`src/rtl/mem_arbiter_pkg.sv`:
```
// Shared types for the memory-port arbiter: scalar aliases, FSM/owner enums, latched request.
// Optional starvation guard is enabled with MEM_ARB_STARVE_EN.
package mem_arbiter_pkg;

   typedef logic [31:0] u32;
   typedef logic        u1;
   typedef logic [63:0] word_t;

   typedef enum logic [1:0] {StIdle, StIssue, StWait} arb_state_t;
   typedef enum logic [1:0] {OwnNone, OwnInstr, OwnData} arb_owner_t;

   typedef struct packed {
      u32    addr;
      u1     we;
      word_t wdata;
   } mem_req_t;

   typedef logic [3:0] starve_cnt_t;

endpackage

```
`src/rtl/mem_arb_starve_ctr.sv`:
```
// Counts data grants made while a fetch waits; raises force_fetch once the limit is reached.
// Only instantiated when MEM_ARB_STARVE_EN is defined.
module mem_arb_starve_ctr
   import mem_arbiter_pkg::*;
#(
   parameter int unsigned STARVE_LIMIT = 4
) (
   input  logic clk,
   input  logic reset,
   input  logic grant_data,
   input  logic grant_instr,
   input  logic ireq_valid,
   output logic force_fetch
);

   localparam starve_cnt_t Limit = starve_cnt_t'(STARVE_LIMIT);

   starve_cnt_t cnt_q, cnt_d;

   always_comb begin
      cnt_d = cnt_q;
      if (grant_instr || (grant_data && !ireq_valid)) begin
         cnt_d = '0;
      end else if (grant_data && (cnt_q != '1)) begin
         cnt_d = cnt_q + starve_cnt_t'(1);
      end
   end

   always_ff @(posedge clk) begin
      if (reset) begin
         cnt_q <= '0;
      end else begin
         cnt_q <= cnt_d;
      end
   end

   assign force_fetch = (cnt_q == Limit);

endmodule

```
`src/rtl/mem_arbiter.sv`:
```
// Shares one memory port between instruction fetch and load/store; data wins by default.
// Define MEM_ARB_STARVE_EN to let a starved fetch win after STARVE_LIMIT data grants.
module mem_arbiter
   import mem_arbiter_pkg::*;
#(
   parameter int unsigned STARVE_LIMIT = 4
) (
   input  logic        clk,
   input  logic        reset,
   input  logic        ireq_valid,
   input  logic [31:0] ireq_addr,
   output logic        ireq_ready,
   output logic        iresp_valid,
   output logic [31:0] iresp_data,
   input  logic        dreq_valid,
   input  logic [31:0] dreq_addr,
   input  logic        dreq_we,
   input  logic [63:0] dreq_wdata,
   output logic        dreq_ready,
   output logic        dresp_valid,
   output logic [63:0] dresp_data,
   output logic        mreq_valid,
   output logic [31:0] mreq_addr,
   output logic        mreq_we,
   output logic [63:0] mreq_wdata,
   input  logic        mreq_ready,
   input  logic        mresp_valid,
   input  logic [63:0] mresp_data
);

   arb_state_t state_q, state_d;
   arb_owner_t owner_q, owner_d;
   mem_req_t   req_q, req_d;

   logic        grant_data, grant_instr, force_fetch;
   logic        iresp_valid_q, iresp_valid_d;
   logic [31:0] iresp_data_q;
   logic        dresp_valid_q, dresp_valid_d;
   logic [63:0] dresp_data_q;

`ifdef MEM_ARB_STARVE_EN
   mem_arb_starve_ctr #(
      .STARVE_LIMIT (STARVE_LIMIT)
   ) u_starve_ctr (
      .clk         (clk),
      .reset       (reset),
      .grant_data  (grant_data),
      .grant_instr (grant_instr),
      .ireq_valid  (ireq_valid),
      .force_fetch (force_fetch)
   );
`else
   // No counter: a limit of zero would mean "always starved", anything legal means never.
   assign force_fetch = (starve_cnt_t'(STARVE_LIMIT) == '0);
`endif

   always_comb begin
      state_d     = state_q;
      owner_d     = owner_q;
      req_d       = req_q;
      grant_data  = 1'b0;
      grant_instr = 1'b0;
      case (state_q)
         StIdle: begin
            if (dreq_valid && !(ireq_valid && force_fetch)) begin
               grant_data = 1'b1;
            end else if (ireq_valid) begin
               grant_instr = 1'b1;
            end
            if (grant_data) begin
               req_d   = '{addr: dreq_addr, we: dreq_we, wdata: dreq_wdata};
               owner_d = OwnData;
               state_d = StIssue;
            end else if (grant_instr) begin
               req_d   = '{addr: ireq_addr, we: 1'b0, wdata: '0};
               owner_d = OwnInstr;
               state_d = StIssue;
            end
         end
         StIssue: begin
            if (mreq_ready) state_d = StWait;
         end
         StWait: begin
            if (mresp_valid) begin
               owner_d = OwnNone;
               state_d = StIdle;
            end
         end
         default: begin
            owner_d = OwnNone;
            state_d = StIdle;
         end
      endcase
   end

   always_comb begin
      iresp_valid_d = (state_q == StWait) && mresp_valid && (owner_q == OwnInstr);
      dresp_valid_d = (state_q == StWait) && mresp_valid && (owner_q == OwnData);
   end

   always_ff @(posedge clk) begin
      if (reset) begin
         state_q       <= StIdle;
         owner_q       <= OwnNone;
         req_q         <= '0;
         iresp_valid_q <= 1'b0;
         iresp_data_q  <= '0;
         dresp_valid_q <= 1'b0;
         dresp_data_q  <= '0;
      end else begin
         state_q       <= state_d;
         owner_q       <= owner_d;
         req_q         <= req_d;
         iresp_valid_q <= iresp_valid_d;
         dresp_valid_q <= dresp_valid_d;
         if (iresp_valid_d) iresp_data_q <= mresp_data[31:0];
         // Stores complete with zero data regardless of what memory drives.
         if (dresp_valid_d) dresp_data_q <= req_q.we ? '0 : mresp_data;
      end
   end

   assign ireq_ready  = grant_instr;
   assign dreq_ready  = grant_data;
   assign iresp_valid = iresp_valid_q;
   assign iresp_data  = iresp_data_q;
   assign dresp_valid = dresp_valid_q;
   assign dresp_data  = dresp_data_q;
   assign mreq_valid  = (state_q == StIssue);
   assign mreq_addr   = req_q.addr;
   assign mreq_we     = req_q.we;
   assign mreq_wdata  = req_q.wdata;

endmodule

```
`config.mk`:
```
export PLATFORM = sky130hd
export DESIGN_NAME = mem_arbiter
export DESIGN_NICKNAME = d
export VERILOG_FILES = /design/src/rtl/mem_arbiter_pkg.sv /design/src/rtl/mem_arb_starve_ctr.sv /design/src/rtl/mem_arbiter.sv
export SDC_FILE = /design/constraint.sdc
export NUM_CORES = 1
export LEC_CHECK = 0
export ABC_AREA = 1
export BUFFER_PORTS_ARGS = -buffer_cell sky130_fd_sc_hd__buf_2
export CAP_MARGIN = 40
export CORE_AREA = 4 4 151 153
export DETAILED_ROUTE_END_ITERATION = 8
export DIE_AREA = 0 0 155 157
export PLACE_DENSITY = 0.68
export SLEW_MARGIN = 20
export SYNTH_ARGS = -nofsm -noshare
export SYNTH_HDL_FRONTEND = slang
export SYNTH_SLANG_ARGS = --single-unit
```
`constraint.sdc`:
```
create_clock -name clk -period 1.6 [get_ports clk]
set_clock_uncertainty 0.1 [all_clocks]
set_input_delay 0 -clock clk [delete_from_list [all_inputs] [get_ports clk]]
set_output_delay 0 -clock clk [all_outputs]
set_load 0.02 [all_outputs]
```
Word-level counts from Yosys, hierarchy flattened
Index checks and enable logic that the tools add are counted.
Storage, ports and cells
  flip-flop bits (word level): 199
  logic and storage cells: 42
  latch bits: 0
  ROM bits: 0
  RAM bits: 0
  memories kept: 0
  output and inout port bits: 198
Cells by class
  equal/unequal tests: 7
  $lt $le $gt $ge: 0
  muxes and demuxes: 17
  shift operators: 0
  $add $sub $neg: 0
  multiply operators: 0
  bitwise gates (word level): 1
  div/mod/pow operators: 0
  reduce and logical (&&, ||, !) cells: 8
Operators by type and width (count)
  2-to-1 mux 97 bit: 2
  2-to-1 mux 64 bit: 1
  one-hot mux 2 bit (3 select lines): 2
  2-to-1 mux 2 bit: 5
  2-to-1 mux 1 bit: 7
  AND reduction 3 bit: 2
  equality test 2 x 1 -> 1 bit, second input constant: 2
  equality test 2 bit, second input constant: 2
  logical AND 1 bit: 3
  inequality test 3 bit, second input constant: 1
  zero test 2 bit: 1
  inequality test 2 x 1 -> 1 bit, second input constant: 1
  inequality test 2 bit, second input constant: 1
  AND reduction 2 bit: 1
  nonzero test 2 bit: 1
  NOT 1 bit: 1

Logic depth before layout (Yosys ltp)
  depth after elaboration: 6
  mapped depth: 7
  gate-level depth less buffers: 6

Worst setup path before layout
No wires, ideal clock.
  path type: register to register
  start point: register req_q, in the netlist mreq_we
  end point: register dresp_data_q[10] (netlist: dresp_data[10])
  setup time: 0.123 ns
  path slack: 0.259 ns
  stages on the path, launching flop included: 6
  arrival time: 1.119 ns
  clock period less this slack: 1.341 ns
  path buffers: 2
  cell sequence: dfxtp_1 > buf_2 > clkbuf_1 > nor2_1 > nand2_1 > o21ai_0
Between the ends
  cells in the longest elaborated chain, start to end: 1
RTL lines
  from (decl): RTL line mem_arbiter.sv:33  | mem_req_t req_q, req_d;
  from (signal assigned): RTL line mem_arbiter.sv:113  | req_q <= req_d;
  2-to-1 mux 64 bit: RTL line mem_arbiter.sv:118  | if (dresp_valid_d) dresp_data_q <= req_q.we ? '0 : mresp_data;
  to (signal assigned): RTL line mem_arbiter.sv:118
  to (decl): RTL line mem_arbiter.sv:39  | logic [63:0] dresp_data_q;
No other way between the ends.
A chain may end at the register's enable or synchronous reset.

Worst setup path after layout
  start point: register state_q[0]
  end point: register req_q, in the netlist mreq_wdata[36]
Between the ends
  cells in the longest elaborated chain, start to end: 2
RTL lines
  from (decl): RTL line mem_arbiter.sv:31  | arb_state_t state_q, state_d;
  from (signal assigned): RTL line mem_arbiter.sv:103  | state_q <= StIdle;
  from (signal assigned): RTL line mem_arbiter.sv:111  | state_q <= state_d;
  zero test 2 bit: RTL line mem_arbiter.sv:63  | case (state_q)
  AND reduction 2 bit (no line)
No other way between the ends.

==> flow_summary.yaml <==
routing:
  ant_nets: 0
  viasPerCell: 4.69
  drt_iter0_drc: 707
  wl_per_cell_um: 15.1
  vias: 9571
  firstDrtPassIters: 6
  drcViolationCount: 0
  wirelength_mm: 30.8
critical_path:
  regToRegSetupSlack_ns: 0.08
  end_kind: "flop"
  start_kind: "flop"
  cp_max_fo: 17
  critPathBufInv: 2
  slowest_delay_ns: 0.35
  required_ns: 1.87
  criticalPathCategory: "reg2reg"
  critPathSlowestCell: "dfxtp_2"
  path_cells: "nor2_4, o21ai_4, nor2_4, buf_4, bufbuf_16, nand3_1, nand2_1"
  cp_top_family: "buffers and inverters"
  r2r-end: "mreq_wdata[36]$_SDFFE_PP0P_"
  cp_common_cell: "nor2_4"
  r2r.worst_path.cells: 7
  cp_data_arrival_time_ns: 1.79
  reg2reg_from: "state_q[0]$_SDFFE_PP0P_"
timing:
  setup_viol: 0
  layout_setup_ws_ns: 0.0805
  rsz0062_at_grt: "true"
  tns_ns: 0
  hold_viol: 0
  slew_violations: 0
  max_freq_mhz: 658
  relSlewSlack_pct: 67.4
  layout_min_cycle_time_ns: 1.52
  whs_ns: 0.175
  period_share_pct: 95.0
  worstMarginPinSlew_ns: 0.489
clocking:
  tritoncts: "built"
  clk_pin_slew_ns: 0.08
  cts-buffers-inserted: 17
  cts_root_buf: "clkbuf_16"
  clockBufferDepth: 2
  cts_sinks: 199
  clk_latency_ns: 0.42
  htreeDepth: 4
pwr:
  peakVddDrop_mv: 0.709
  powerDensity_mw_per_mm2: 952
  p_leak_nw: 7.04
synth:
  ys_seq_area_share_pct: 49.0
  post_synth_instance_area_sq_mm: 0.00813
  netlist_top_cells_count: "nand2_1, dfxtp_1, nor2_1"
  synth-edff-count: 0
  syn_inst: 1188
  synth_area_leader_cell: "dfxtp_1"
  synthArstFlopShare_pct: 0
  post-synth-top-count-cell: "nand2_1"
  syn_area_per_cell_sq_um: 6.85
  synth_area_leaders: "dfxtp_1, nand2_1, nor2_1, nand3_1, o21ai_0"
  ys_warn_count: 0
  yosys_most_used_dff: "dfxtp_1"
  synth_seq_cells: 199
  ys_types: 21
  synth.net_count: 1387
  synth_top_area_share_pct: 49.0
global_routing:
  grt_pass1_wl_mm: 47.4
  globalRouteTotalUtil_pct: 23.7
  grt_max_degree: 83
  grt_pass1_vias: 9374
  grt_antenna_before_repair: 0
  grt_overflow: 0
placed_design:
  place_inst: 1803
  hpwl_mm: 18.1
  place_area_sq_mm: 0.0103
  numPortBuffers: 396
  gp_congestion: 0.805
  pre_cts_ws_ns: 0.0319
floorplanning:
  core_area_sq_mm: 0.0216
  die_x_um: 155
  row_count: 54
  die_h_um: 157
  dieArea_sq_mm: 0.0243
  start_util_pct: 37.7
  io_pins: 397
layout:
  drive_gt1_share_pct: 26.9
  fin_nets: 1948
  fillers: 1799
  syn_to_final_growth_pct: 61.7
  instances_no_fill: 2042
  multi_input_comb_area_sq_mm: 0.00337
  fin_area_sq_mm: 0.0132
  insertedDiodeCount: 0
  final-seq-area_sq_mm: 0.00399
job:
  max-cap-violations: 0
run_status:
  status: "complete, no violations"
worst_hold_path:
  min_path_type: "in2reg"
  min-delay-start: "dreq_valid"
  min_to: "mreq_addr[29]$_SDFFE_PP0P_"
  holdPathStages: 5
[worst max-delay path by stage]
stage	start	to	slack, ns	depth (start not counted)
after floorplan	mreq_we$_SDFFE_PP0P_	dresp_data[10]$_SDFFE_PP0P_	0.26	5
after global placement	state_q[0]$_SDFFE_PP0P_	iresp_data[30]$_SDFFE_PP0P_	0.09	6
after detailed placement	state_q[0]$_SDFFE_PP0P_	iresp_data[27]$_SDFFE_PP0P_	0.03	6
after CTS	state_q[0]$_SDFFE_PP0P_	iresp_data[10]$_SDFFE_PP0P_	0.001	6
after global routing	state_q[0]$_SDFFE_PP0P_	mreq_wdata[35]$_SDFFE_PP0P_	-0.004	7
final	state_q[0]$_SDFFE_PP0P_	mreq_wdata[36]$_SDFFE_PP0P_	0.08	7
[where the power goes]
part           internal, mW  leakage (nW)  switching, mW
Combinational          1.14          5.13           1.51
Clock                  2.31         0.295           2.19
Sequential             5.23          1.62          0.150
Total                  8.68          7.04           3.85
[per-layer routing]
layer / part of all wire, % / GRT usage [%]
met1: 40 / 27.9
met2: 48 / 40.7
met3: 8.7 / 6.90
met4: 3.1 / 9.38
met5: 0 / 0
[repair_timing]
action,in CTS,in global routing
setup buffers,3,1
resized for setup,4,16
pin swaps,2,1
hold endpoints to repair,197,0
hold buffers,198,0
setup endpoints to repair,3,129
cloned,2,3
[flip-flops by register name, summed over array words and instances, names as in the netlist]
name	count
state_q	2
owner_q	2
dresp_valid	1
iresp_data	32
mreq_we	1
mreq_addr	32
dresp_data	64
mreq_wdata	64
iresp_valid	1
[placed cells by master, fill, tap and decap left out, types with 2 or more instances in the layout]
master / instances
buf_2: 394
nand2_1: 363
dlygate4sd3_1: 198
nor2_1: 196
dfxtp_1: 196
nand3_1: 134
inv_1: 102
o21ai_0: 92
clkbuf_16: 18
buf_4: 17
buf_12: 9
nor2_4: 4
inv_6: 4
o21ai_1: 4
inv_8: 3
clkinv_8: 3
dfxtp_2: 3
inv_2: 2
clkinvlp_4: 2
buf_16: 2
buf_8: 2
[cell type report]
cell class / instances / area share (%)
timing repair buffer: 625 / 33.6
sequential: 199 / 30.3
clock inverter: 14 / 1.36
multi-input combinational: 800 / 25.7
tap: 280 / 2.66
clock buffer: 18 / 3.34
inverter: 106 / 3.08
[logic make-up (layout without fill, tap and decap cells)]
kind of cell	count (synthesis)	count (layout)	share of synthesized area [%]
flops	199	199	49.0
compound gates	98	98	6.17
simple gates	702	702	34.7
buf+inv	189	763	10.1
[tightest hold or removal path, delay by kind of cell]
family,cells,cell delay [ns]
buffers and inverters,2,0.39
and+or+nand+nor,2,0.15
AOI/OAI and AO/OA,1,0.11
[through the flow]
step | power, mW | util (%)
2_1_floorplan | 6.77 | -
6_report | 12.5 | 61.0
3_3_place_gp | 7.56 | 48.0
3_5_place_dp | 7.58 | 48.0
4_1_cts | 12.6 | 60.5
5_1_grt | 13.1 | 61.0
No activity file was read; power rests on OpenSTA's default activity.
